<file path="src/rtl/cy_skidbuffer_top.sv">
// cy_skidbuffer_top: two cascaded skid buffers (master facing upstream, slave
// facing downstream) forming an elastic valid/ready slice that registers the
// ready path in both directions.
//
// Parameters:
//   DW          data word width
//   OPT_OUTREG  1: each stage drives valid/data from an output register
//               0: each stage drives valid/data from the skid mux
//
// Ports:
//   i_clk              clock, rising edge
//   i_reset            asynchronous active-high reset
//   up_bus/up_val      upstream word and valid
//   up_rdy             ready to upstream (skid flag of master, low in reset)
//   dn_rdy_next_stage  ready from downstream consumer
//   dn_val_slave       valid to downstream
//   dn_bus_slave       data to downstream
//   skid_occ           [1]=master skid full, [0]=slave skid full
//                      (present only when CY_SKID_STATUS_EN is defined)
//
// Build option: define CY_SKID_STATUS_EN to expose skid_occ.

// One skid stage: skid register plus optional output register.
module cy_skid_stage #(
    parameter int unsigned DW         = 8,
    parameter bit          OPT_OUTREG = 1'b1
) (
    input  logic          clk,
    input  logic          rst,
    input  logic          i_valid,
    input  logic [DW-1:0] i_data,
    output logic          o_ready,
    output logic          o_valid,
    output logic [DW-1:0] o_data,
    input  logic          i_ready
);

    logic          s_valid;
    logic [DW-1:0] s_data;

    assign o_ready = !s_valid;

    // Park the incoming word when it is accepted while the output is stalled.
    always_ff @(posedge clk or posedge rst) begin
        if (rst) begin
            s_valid <= 1'b0;
            s_data  <= '0;
        end else if (i_valid && !s_valid && o_valid && !i_ready) begin
            s_valid <= 1'b1;
            s_data  <= i_data;
        end else if (i_ready) begin
            s_valid <= 1'b0;
        end
    end

    generate
        if (OPT_OUTREG) begin : g_outreg
            logic          r_valid;
            logic [DW-1:0] r_data;

            // Output register loads whenever it is empty or being consumed.
            always_ff @(posedge clk or posedge rst) begin
                if (rst) begin
                    r_valid <= 1'b0;
                    r_data  <= '0;
                end else if (!r_valid || i_ready) begin
                    r_valid <= i_valid || s_valid;
                    r_data  <= s_valid ? s_data : i_data;
                end
            end

            assign o_valid = r_valid;
            assign o_data  = r_data;
        end else begin : g_comb
            assign o_valid = i_valid || s_valid;
            assign o_data  = s_valid ? s_data : i_data;
        end
    endgenerate

endmodule

module cy_skidbuffer_top #(
    parameter int unsigned DW         = 8,
    parameter bit          OPT_OUTREG = 1'b1
) (
    input  logic          i_clk,
    input  logic          i_reset,
    input  logic [DW-1:0] up_bus,
    input  logic          up_val,
    output logic          up_rdy,
    input  logic          dn_rdy_next_stage,
    output logic          dn_val_slave,
    output logic [DW-1:0] dn_bus_slave
`ifdef CY_SKID_STATUS_EN
    ,
    output logic [1:0]    skid_occ
`endif
);

    logic          m_ready;
    logic          m_valid;
    logic [DW-1:0] m_data;
    logic          s_ready;

    cy_skid_stage #(
        .DW         (DW),
        .OPT_OUTREG (OPT_OUTREG)
    ) u_master (
        .clk     (i_clk),
        .rst     (i_reset),
        .i_valid (up_val),
        .i_data  (up_bus),
        .o_ready (m_ready),
        .o_valid (m_valid),
        .o_data  (m_data),
        .i_ready (s_ready)
    );

    cy_skid_stage #(
        .DW         (DW),
        .OPT_OUTREG (OPT_OUTREG)
    ) u_slave (
        .clk     (i_clk),
        .rst     (i_reset),
        .i_valid (m_valid),
        .i_data  (m_data),
        .o_ready (s_ready),
        .o_valid (dn_val_slave),
        .o_data  (dn_bus_slave),
        .i_ready (dn_rdy_next_stage)
    );

    // Ready is the inverted master skid flag; forced low while in reset.
    assign up_rdy = m_ready && !i_reset;

`ifdef CY_SKID_STATUS_EN
    // Stage ready is the inverse of each skid flag register.
    assign skid_occ = {!m_ready, !s_ready};
`endif

endmodule

</file>
<file path="config.mk">
export PLATFORM = sky130hd
export DESIGN_NAME = cy_skidbuffer_top
export DESIGN_NICKNAME = d
export VERILOG_FILES = /design/src/rtl/cy_skidbuffer_top.sv
export SDC_FILE = /design/constraint.sdc
export NUM_CORES = 1
export LEC_CHECK = 0
export BUFFER_PORTS_ARGS = -buffer_cell sky130_fd_sc_hd__buf_4
export CAP_MARGIN = 15
export CORE_ASPECT_RATIO = 0.9
export CORE_MARGIN = 8
export CORE_UTILIZATION = 57
export DETAILED_ROUTE_END_ITERATION = 16
export PLACE_DENSITY = 0.91
export SETUP_SLACK_MARGIN = 0.3
export SKIP_LAST_GASP = 1
export SYNTH_ARGS = -nofsm -noshare
export SYNTH_HDL_FRONTEND = slang
export SYNTH_HIERARCHICAL = 1
export SYNTH_SLANG_ARGS = --single-unit
</file>
<file path="constraint.sdc">
create_clock -name i_clk -period 2.1 [get_ports i_clk]
set_clock_uncertainty 0.1 [all_clocks]
set_input_delay 0.105 -clock i_clk [delete_from_list [all_inputs] [get_ports i_clk]]
set_output_delay 0.105 -clock i_clk [all_outputs]
set_load 0.05 [all_outputs]
</file>
# --- Word level (Yosys, flattened, before mapping) ---
# Index checks and enable logic that the tools add are counted.
word_totals:
  ff_bits: 36
  latch_bits: 0
  mem_bits_rw: 0
  romBits: 0
  inputBits: 12
  output_inout_bits: 10
  elab_cells: 33
  memories: 0
classes:
  add_sub_neg: 0
  n_mul: 0
  div_mod_pow: 0
  order_cmp: 0
  eq_ne: 1
  shift: 0
  n_mux: 6
  bitwise: 0
  n_reduce_logical: 18
ops:
  columns: ["operator", "n"]
  rows:
  - ["$mux 8", 2]
  - ["$logic_and 1x1->1", 7]
  - ["$logic_not 1->1", 6]
  - ["$logic_or 1x1->1", 4]
  - ["$mux 1", 4]
  - ["$ne 2x2->1 const B", 1]
  - ["$reduce_bool 2->1", 1]

# --- Depth between registers and ports, before layout ---
# Gate-level depths: netlist (run 1).
logic_depth:
  word_depth: 5
  depth_mapped: 5
  depth_no_buf: 3

# --- Hierarchy ---
# Netlist (run 1), hierarchy kept.
modules_own_cells:
  columns: ["mod", "instances", "cells_per_inst", "area_per_inst_um2", "seq_area_each_um2"]
  rows:
  - ["cy_skid_stage", 2, 53, 875.8, 450.4]
  - ["cy_skidbuffer_top", 1, 1, 13.8, 0.0]

# --- Worst setup path after synthesis (run 1) ---
# Ideal clock, no wire load.
synth_path:
  kind: "register to register"
  start: "register u_slave.g_outreg.r_valid, in the netlist u_slave/o_valid"
  end: "register u_slave.s_data[0]"
  setup_ns: 0.125
  arrival_ns: 1.347
  required_time_ns: 1.875
  path_slack_ns: 0.528
  path_stages_with_launch: 4
  n_path_buf: 1
  period_less_slack_ns: 1.572
  path_cell_list: "dfrtp_1 -> and4bb_1 -> buf_6 -> mux2_4"
synth_between:
  elab_chain_len: 2
synth_lines:
  columns: ["item", "line", "text"]
  rows:
  - ["from (decl)", "58", "logic r_valid;"]
  - ["from (signal assigned)", "67", "r_valid <= i_valid || s_valid;"]
  - ["$logic_and 1x1->1 (2 in series)", "48", "end else if (i_valid && !s_valid && o_valid && !i_ready) begin"]
  - ["to (signal assigned)", "50", "s_data <= i_data;"]
  - ["to (decl)", "39", "logic [DW-1:0] s_data;"]
# No other way between the ends.
# A chain may end at the register's enable or synchronous reset.

# --- Final worst setup path (run 1) ---
layout_path:
  start: "register u_master.s_valid"
  end: "register u_master.s_data[2]"
layout_between:
  elab_chain_len: 4
layout_lines:
  columns: ["item", "line", "text"]
  rows:
  - ["from (decl)", "38", "logic s_valid;"]
  - ["from (signal assigned)", "46", "s_valid <= 1'b0;"]
  - ["from (signal assigned)", "49", "s_valid <= 1'b1;"]
  - ["from (signal assigned)", "52", "s_valid <= 1'b0;"]
  - ["$logic_not 1->1", "48", null]
  - ["$logic_and 1x1->1 (3 in series)", "48", null]
  - ["to (signal assigned)", "50", null]
  - ["to (decl)", "39", null]
# No other way between the ends.

==> results.py, run 1 <==
metrics = {
    "run_status": {
        "status": "finished, final reports clean",
    },
    "synth": {
        "yosys_warnings": 6,
        "synth_nets": 119,
        "avgSynthCellArea_um2": 16.5,
        "ys_ff_latch": 36,
        "synth_cells": 107,
        "yosysSeqAreaShare": 0.510,
        "synthesis.area_mm2": 0.00177,
        "synth_cell_types": 12,
    },
    "cells_and_area": {
        "antenna_cells": 0,
        "final_cell_mix": "44 x mux2_4, 36 x dfrtp_1, 23 x buf_4",
        "drive_gt1_frac": 0.559,
        "fin_nets": 154,
        "fill_cells": 216,
        "finalNonFillerCells": 185,
        "syn2layout_area_growth_pct": 21.0,
        "layout_commonest_cell": "mux2_4",
    },
    "timing": {
        "setup_violations": 0,
        "worst_pin_slew_ps": 686,
        "final-hold-violation-count": 0,
        "maxSlewHeadroom": 0.542,
        "rsz0062_at_grt": "false",
        "tns_ps": 0,
        "finalCritPeriodShare": 0.766,
        "min_period_ps": 1610,
        "drv_slew": 0,
        "max_freq_mhz": 621,
    },
    "power": {
        "pwr-share-comb": 0.377,
        "powerDensity_mw_per_mm2": 1210,
        "switchingPower_mw": 0.798,
        "pwr-share-clk": 0.205,
        "cell_internal_pwr_mw": 1.78,
        "p_seq_frac": 0.419,
        "swShare": 0.310,
        "irDropWorstVdd_uv": 724,
        "leakage_nw": 1.05,
    },
    "clock_network": {
        "holdBufCountCts": 11,
        "max-clock-path-buffers": 2,
        "clock_sinks": 36,
        "clk_latency_ps": 330,
        "postCtsSetupBuffers": 0,
        "root_buffer": "clkbuf_4",
        "cts-buffers-inserted": 5,
        "htree_num_levels": 2,
        "cts.clk_slew.worst_paths_ps": 100,
        "post_cts_resized": 0,
        "cts_tree": "built",
    },
    "critical_path": {
        "crit_path_max_incr_delay_ps": 620,
        "path_cells": "and4bb_1 -> mux2_4",
        "worst_ep_arrival_time_ps": 1730,
        "cp.required_ps": 2220,
        "slowest_stage": "and4bb_1",
        "path_delay_family": "simple AND/OR/NAND/NOR gates",
        "cp_max_fo": 8,
        "startpoint": "u_master/s_valid",
        "crit_type": "flip-flop to flip-flop",
        "cp-start-kind": "flip-flop",
        "endpoint_kind": "flip-flop",
        "worst-path-buf-inv": 0,
        "r2r_start": "u_master/s_valid",
    },
    "grt": {
        "grt_max_degree": 19,
        "track_usage": 0.134,
        "grt_pass1_vias": 1044,
        "grt-ovfl-total": 0,
        "grt_antenna_before_repair": 0,
        "grt_pass1_wl_um": 5190,
    },
    "drt": {
        "drt_iter0_markers": 31,
        "drc_errors": 0,
        "wl_per_cell_um": 15.2,
        "routed_via_density": 4.98,
        "dr_total_vias": 921,
        "drt_first_pass_iters": 4,
        "antenna_left": 0,
        "wl_um": 2820,
    },
    "placed_design": {
        "gp_congestion": 0.698,
        "placed_cells": 166,
        "post-dp-hpwl_um": 2130,
        "portBuffers": 21,
    },
    "flow_run": {
        "cap_violations": 0,
    },
    "floorplanning": {
        "io_pins": 22,
        "rows": 19,
        "dieArea_mm2": 0.00514,
        "fp.dieH_um": 68.8,
        "core-area_mm2": 0.00300,
        "start_util": 0.589,
        "fp.dieW_um": 74.7,
    },
    "hold_path": {
        "hp-class": "input pin to async pin",
    },
}
## power by group through the flow
| stage | registers (mW) | clock network [mW] | logic, mW |
|---|---|---|---|
| final | 1.08 | 0.527 | 0.970 |
| after global routing | 1.12 | 0.577 | 1.03 |
| after CTS | 1.08 | 0.539 | 0.980 |
| after detailed placement | 1.09 | 0 | 0.962 |
| after global placement | 1.07 | 0 | 0.940 |
| after floorplan | 1.28 | 0 | 0.550 |
## worst paths after layout
path	to	slack, ps	depth (start not counted)
min reg2reg	u_slave/o_data[2]	420	1
min in group i_clk	u_slave/s_valid	380	3
min	u_master/s_data[1]	340	3
max	u_master/s_data[2]	490	2
max reg2reg	u_master/s_data[2]	490	2
max in group asynchronous	u_slave/s_data[3]	1090	3
## worst min-delay path: stages
cell and delay, ps:
dlygate4sd3_1 530, buf_4 150, inv_1 460
## cells by family (layout without fill, tap and decap cells)
group,Yosys count,in the layout,synth area share
flip-flops,36,36,0.510
AND/OR/NAND/NOR,11,11,0.0418
AO/OA/AOI/OAI,2,2,0.00567
multiplexers,48,48,0.400
buffers and inverters,10,46,0.0425
## metal layers
metal | GRT usage | up-vias | part of all wire
met2 | 0.218 | 25 | 0.47
met3 | 0.0491 | 5 | 0.069
li1 | - | 440 | -
met5 | 0 | - | 0
met1 | 0.162 | 451 | 0.45
met4 | 0.0439 | 0 | 0.013
## state kept, by name, indices dropped and copies added (netlist names)
register,cells
u_master/o_data,8
u_master/s_data,8
u_slave/o_data,8
u_slave/s_data,8
u_master/o_valid,1
u_master/s_valid,1
u_slave/o_valid,1
u_slave/s_valid,1
## per-stage QoR
step           utilization  instance area, µm²  worst slack (ps)  hold slack [ps]  power [mW]
6_report             0.713                2140               491              337        2.58
5_1_grt              0.713                2140               403              368        2.72
4_1_cts              0.713                2140               491              364        2.60
3_5_place_dp         0.645                1930               493              168        2.06
3_3_place_gp         0.645                1930               562              149        2.01
2_1_floorplan            -                1770               528            -56.4        1.83
## area by class of cell
class                           count  area [µm²]  share of cell area
Sequential cell                    36         901               0.422
Tap cell                           42        52.6              0.0246
Clock inverter                      1        30.0              0.0141
Timing Repair Buffer               34         283               0.132
Clock buffer                        7        65.1              0.0305
Inverter                            4        15.0             0.00703
Multi-Input combinational cell     61         790               0.370
## cells in the mapped netlist, drive strengths merged
master	instances	area share
mux2	48	0.40
a21oi	2	0.0057
nor2b	1	0.0078
inv	4	0.0085
nand2b	2	0.0071
and4bb	2	0.014
nand2	2	0.0043
dfrtp	36	0.51
buf	6	0.034
nor2	4	0.0085
(Power assumes the default switching activity.)
==> run 2: changes to the inputs <==
clock period = 1.5 ns   (was 2.1 ns; I/O delays follow)
==> run 2 against run 1 <==
Critical path depth increased by 1. First-iteration DRC count decreased by 29%. Register-to-register slack got worse by 430 ps. Critical endpoint unchanged. Highest routed layer unchanged.
==> results.py, run 2 (synthesized netlist as in run 1, its figures left out) <==
metrics = {
    "run_status": {
        "status": "finished, final reports clean",
    },
    "drt": {
        "drt_first_pass_iters": 3,
        "dr_total_vias": 929,
        "antenna_left": 0,
        "routed_via_density": 4.79,
        "wl_um": 2810,
        "wl_per_cell_um": 14.5,
        "drc_errors": 0,
        "drt_iter0_markers": 22,
    },
    "timing": {
        "max_freq_mhz": 693,
        "min_period_ps": 1440,
        "worst_pin_slew_ps": 650,
        "drv_slew": 0,
        "finalCritPeriodShare": 0.962,
        "final-hold-violation-count": 0,
        "rsz0062_at_grt": "true",
        "setup_violations": 0,
        "maxSlewHeadroom": 0.566,
        "tns_ps": 0,
        "whs_ps": 104,
        "fin_ws_ps": 57.3,
    },
    "floorplanning": {
        "dieArea_mm2": 0.00514,
        "core-area_mm2": 0.00300,
        "start_util": 0.589,
        "io_pins": 22,
        "fp.dieW_um": 74.7,
        "fp.dieH_um": 68.8,
        "rows": 19,
    },
    "clock_network": {
        "max-clock-path-buffers": 2,
        "clk_latency_ps": 340,
        "cts.clk_slew.worst_paths_ps": 110,
        "cts-buffers-inserted": 5,
        "clock_sinks": 36,
        "htree_num_levels": 2,
        "cts_tree": "built",
        "root_buffer": "clkbuf_4",
    },
    "grt": {
        "use_met3": 0.0361,
        "use_met1": 0.148,
        "grt_max_degree": 19,
        "grtUsageMet2": 0.222,
        "grt-ovfl-total": 0,
        "grt_busiest_layer": "met2",
        "grt_pass1_wl_um": 4950,
        "grt_antenna_before_repair": 0,
        "grt_pass1_vias": 1077,
        "track_usage": 0.129,
    },
    "critical_path": {
        "cp_max_fo": 8,
        "worst_ep_arrival_time_ps": 1570,
        "cp-start-kind": "flip-flop",
        "endpoint_kind": "flip-flop",
        "crit_type": "flip-flop to flip-flop",
        "cp.required_ps": 1630,
    },
    "cells_and_area": {
        "drive_gt1_frac": 0.599,
        "antenna_cells": 0,
        "fin_nets": 163,
        "final_cell_mix": "48 x mux2_4, 34 x dfrtp_1, 26 x buf_4",
        "syn2layout_area_growth_pct": 26.2,
        "fill_cells": 204,
        "final_cell_area_mm2": 0.00223,
        "layout_commonest_cell": "mux2_4",
    },
    "placed_design": {
        "place_area_mm2": 0.00199,
        "dp_slack_ps": 32.2,
        "portBuffers": 21,
        "gp_congestion": 0.672,
        "post-dp-hpwl_um": 2040,
    },
    "power": {
        "irDropWorstVdd_uv": 876,
        "leakage_nw": 1.10,
        "powerDensity_mw_per_mm2": 1560,
    },
    "flow_run": {
        "cap_violations": 0,
    },
    "hold_path": {
        "hp-class": "input pin to flip-flop",
    },
}
## run 2: path summary, 6_finish.rpt
path	startpoint	endpoint	slack, ps	cells after the start
worst max-delay path	u_master/s_valid	u_master/s_data[2]	60	3
worst min-delay path	dn_rdy_next_stage	u_slave/o_valid	100	4
worst max register to register	u_master/s_valid	u_master/s_data[2]	60	3
worst min register to register	u_slave/o_data[1]	u_slave/o_data[1]	420	1
max in group asynchronous	i_reset	u_slave/o_valid	520	3
min in group asynchronous	i_reset	u_master/o_data[5]	320	3
## run 2: timing repair
item                                   in CTS  in global routing
setup endpoints to repair                  33                 33
hold buffers                               11                  0
gates cloned                                1                  0
gates resized for setup                     8                  3
endpoints found under the hold margin      49                  0
buffers inserted                            3                  1
pin swaps                                   0                  1
## run 2: layout make-up
class	count	area, µm²	share of cell area
sequential	36	903	0.405
multi-input combinational	61	805	0.361
timing repair buffer	43	394	0.177
clock buffer	8	58.8	0.0264
tap	42	52.6	0.0236
inverter	4	15.0	0.00674
## run 2: power breakdown
group	internal (mW)	switching (mW)	leakage (nW)
sequential	1.29	0.213	0.421
combinational	0.822	0.615	0.649
clock	0.231	0.300	0.0326
total	2.35	1.13	1.10
## run 2: metrics by stage
step	total power, mW	std cells	util
3_3_place_gp	2.85	170	0.665
4_1_cts	3.49	193	0.740
6_report	3.47	194	0.744
5_1_grt	3.66	194	0.744
3_5_place_dp	2.90	170	0.665
2_1_floorplan	2.57	107	-
## run 2: routing by layer
layer,wire length (µm),vias to the layer above
li1,-,458
met1,1240,446
met2,1370,22
met3,159,3
met4,41,0
met5,0,-
## run 2: critical path, cell delays in order (launching register included)
cell	delay, ps
dfrtp_1	440
and4bb_1	340
buf_12	150
mux2_4	300
==> run 3: changes to the inputs <==
MAX_ROUTING_LAYER = met4   (was not set)
==> run 3 against run 2 <==
Sequential share of layout area down 0.76 points. Die area did not move. Register-to-register slack got worse by 20 ps. Critical path depth is 1 higher. Worst setup slack got worse by 25 ps. Via count grew 3.6%. Non-clock buffer count rose by 2. Count of clock-buffer cells in the layout unchanged. Flip-flop and latch count unchanged. Cell count rose by 1.0%. Largest power group unchanged. Hold slack got worse by 1.4 ps.
==> results.py, run 3 (synthesized netlist as in run 1, its figures left out) <==
metrics = {
    "run_status": {
        "status": "finished, final reports clean",
    },
    "placed_design": {
        "placed_cells": 170,
        "portBuffers": 21,
        "post-dp-hpwl_um": 2040,
        "gp_congestion": 0.679,
    },
    "floorplanning": {
        "fp.dieW_um": 74.7,
        "dieArea_mm2": 0.00514,
        "rows": 19,
        "start_util": 0.589,
        "core-area_mm2": 0.00300,
        "io_pins": 22,
        "fp.dieH_um": 68.8,
    },
    "clock_network": {
        "cts.clk_slew.worst_paths_ps": 110,
        "cts-buffers-inserted": 5,
        "clock_sinks": 36,
        "max-clock-path-buffers": 2,
        "htree_num_levels": 2,
        "root_buffer": "clkbuf_4",
        "clk_latency_ps": 340,
        "cts_tree": "built",
    },
    "drt": {
        "routed_via_density": 4.91,
        "wl_um": 2930,
        "drt_iter0_markers": 30,
        "drc_errors": 0,
        "antenna_left": 0,
        "dr_total_vias": 962,
        "wl_per_cell_um": 14.9,
        "drt_first_pass_iters": 4,
    },
    "critical_path": {
        "worst-path-buf-inv": 2,
        "crit_path_max_incr_delay_ps": 440,
        "path_cells": "buf_4 -> buf_6 -> mux2_4 -> mux2_4",
        "crit_type": "flip-flop to flip-flop",
        "cp_max_fo": 4,
        "endpoint_kind": "flip-flop",
        "path_delay_family": "multiplexers",
        "cp-start-kind": "flip-flop",
        "worst_ep_arrival_time_ps": 1600,
        "slowest_stage": "dfrtp_1",
        "cp.required_ps": 1630,
        "path_common_cell": "mux2_4",
    },
    "grt": {
        "grt_pass1_wl_um": 4950,
        "grt-ovfl-total": 0,
        "track_usage": 0.135,
        "grt_antenna_before_repair": 0,
        "grt_pass1_vias": 1072,
        "grt_max_degree": 19,
    },
    "cells_and_area": {
        "fill_cells": 198,
        "drive_gt1_frac": 0.604,
        "seq_area_um2": 903,
        "layout_commonest_cell": "mux2_4",
        "fin_nets": 165,
        "syn2layout_area_growth_pct": 28.6,
        "antenna_cells": 0,
        "multiInputGateArea_um2": 812,
        "finalNonFillerCells": 196,
        "final_cell_mix": "48 x mux2_4, 34 x dfrtp_1, 26 x buf_4",
        "fin_util": 0.758,
    },
    "timing": {
        "min_period_ps": 1470,
        "final-hold-violation-count": 0,
        "drv_slew": 0,
        "worst_pin_slew_ps": 661,
        "max_freq_mhz": 681,
        "rsz0062_at_grt": "true",
        "finalCritPeriodShare": 0.978,
        "tns_ps": 0,
        "setup_violations": 0,
        "maxSlewHeadroom": 0.559,
    },
    "flow_run": {
        "cap_violations": 0,
    },
    "power": {
        "finalPower_mw": 3.51,
        "leakage_nw": 1.13,
        "powerDensity_mw_per_mm2": 1550,
        "irDropWorstVdd_uv": 837,
    },
    "hold_path": {
        "hp-class": "input pin to flip-flop",
    },
}
[run 3: cell types whose count changed in the layout (fill, tap and decap cells not counted), sizes merged]
cell	change
buf	+2
[run 3: report_power, final]
group	internal (mW)	leakage, nW	switching [mW]
sequential	1.29	0.421	0.215
clock	0.231	0.0326	0.304
combinational	0.843	0.672	0.622
[run 3: metrics by stage]
| step | setup slack [ps] | cell area [µm²] | hold WS, ps |
|---|---|---|---|
| 2_1_floorplan | 31.2 | 1780 | -86.5 |
| 3_3_place_gp | 94.3 | 1990 | 120 |
| 3_5_place_dp | 32.2 | 1990 | 140 |
| 4_1_cts | 35.2 | 2220 | 108 |
| 5_1_grt | -17.7 | 2270 | 116 |
| 6_report | 32.3 | 2270 | 103 |
[run 3: layout make-up]
class	count	share of cell area
Multi-Input combinational cell	61	0.358
Clock buffer	8	0.0259
Timing Repair Buffer	45	0.189
Inverter	4	0.00661
Tap cell	42	0.0231
Sequential cell	36	0.398
[run 3: worst paths after layout]
path | from | end | slack (ps) | depth (start not counted)
max in group asynchronous | i_reset | u_slave/o_valid | 510 | 3
min in group asynchronous | i_reset | u_master/s_data[7] | 320 | 3
max reg2reg | u_master/s_valid | u_master/o_data[6] | 30 | 4
min reg2reg | u_slave/o_data[1] | u_slave/o_data[1] | 420 | 1
min | dn_rdy_next_stage | u_slave/o_valid | 100 | 4
max | u_master/s_valid | u_master/o_data[6] | 30 | 4
[run 3: tightest hold or removal path, stage by stage]
cell,delay (ps)
buf_4,90
nand2b_1,90
buf_4,200
nand2_1,70
[run 3: layer usage]
metal	global-route usage	share of wire
met5	-	0
met4	0.0439	0.014
met3	0.0520	0.060
met2	0.222	0.49
met1	0.148	0.44
[run 3: repair_timing]
| action | in CTS | in global routing |
|---|---|---|
| buffers inserted | 3 | 3 |
| gates cloned | 1 | 0 |
| hold buffers | 11 | 0 |
| pin swaps | 0 | 1 |
| setup endpoints to repair | 33 | 33 |
| gates resized for setup | 8 | 5 |
| endpoints found under the hold margin | 49 | 0 |
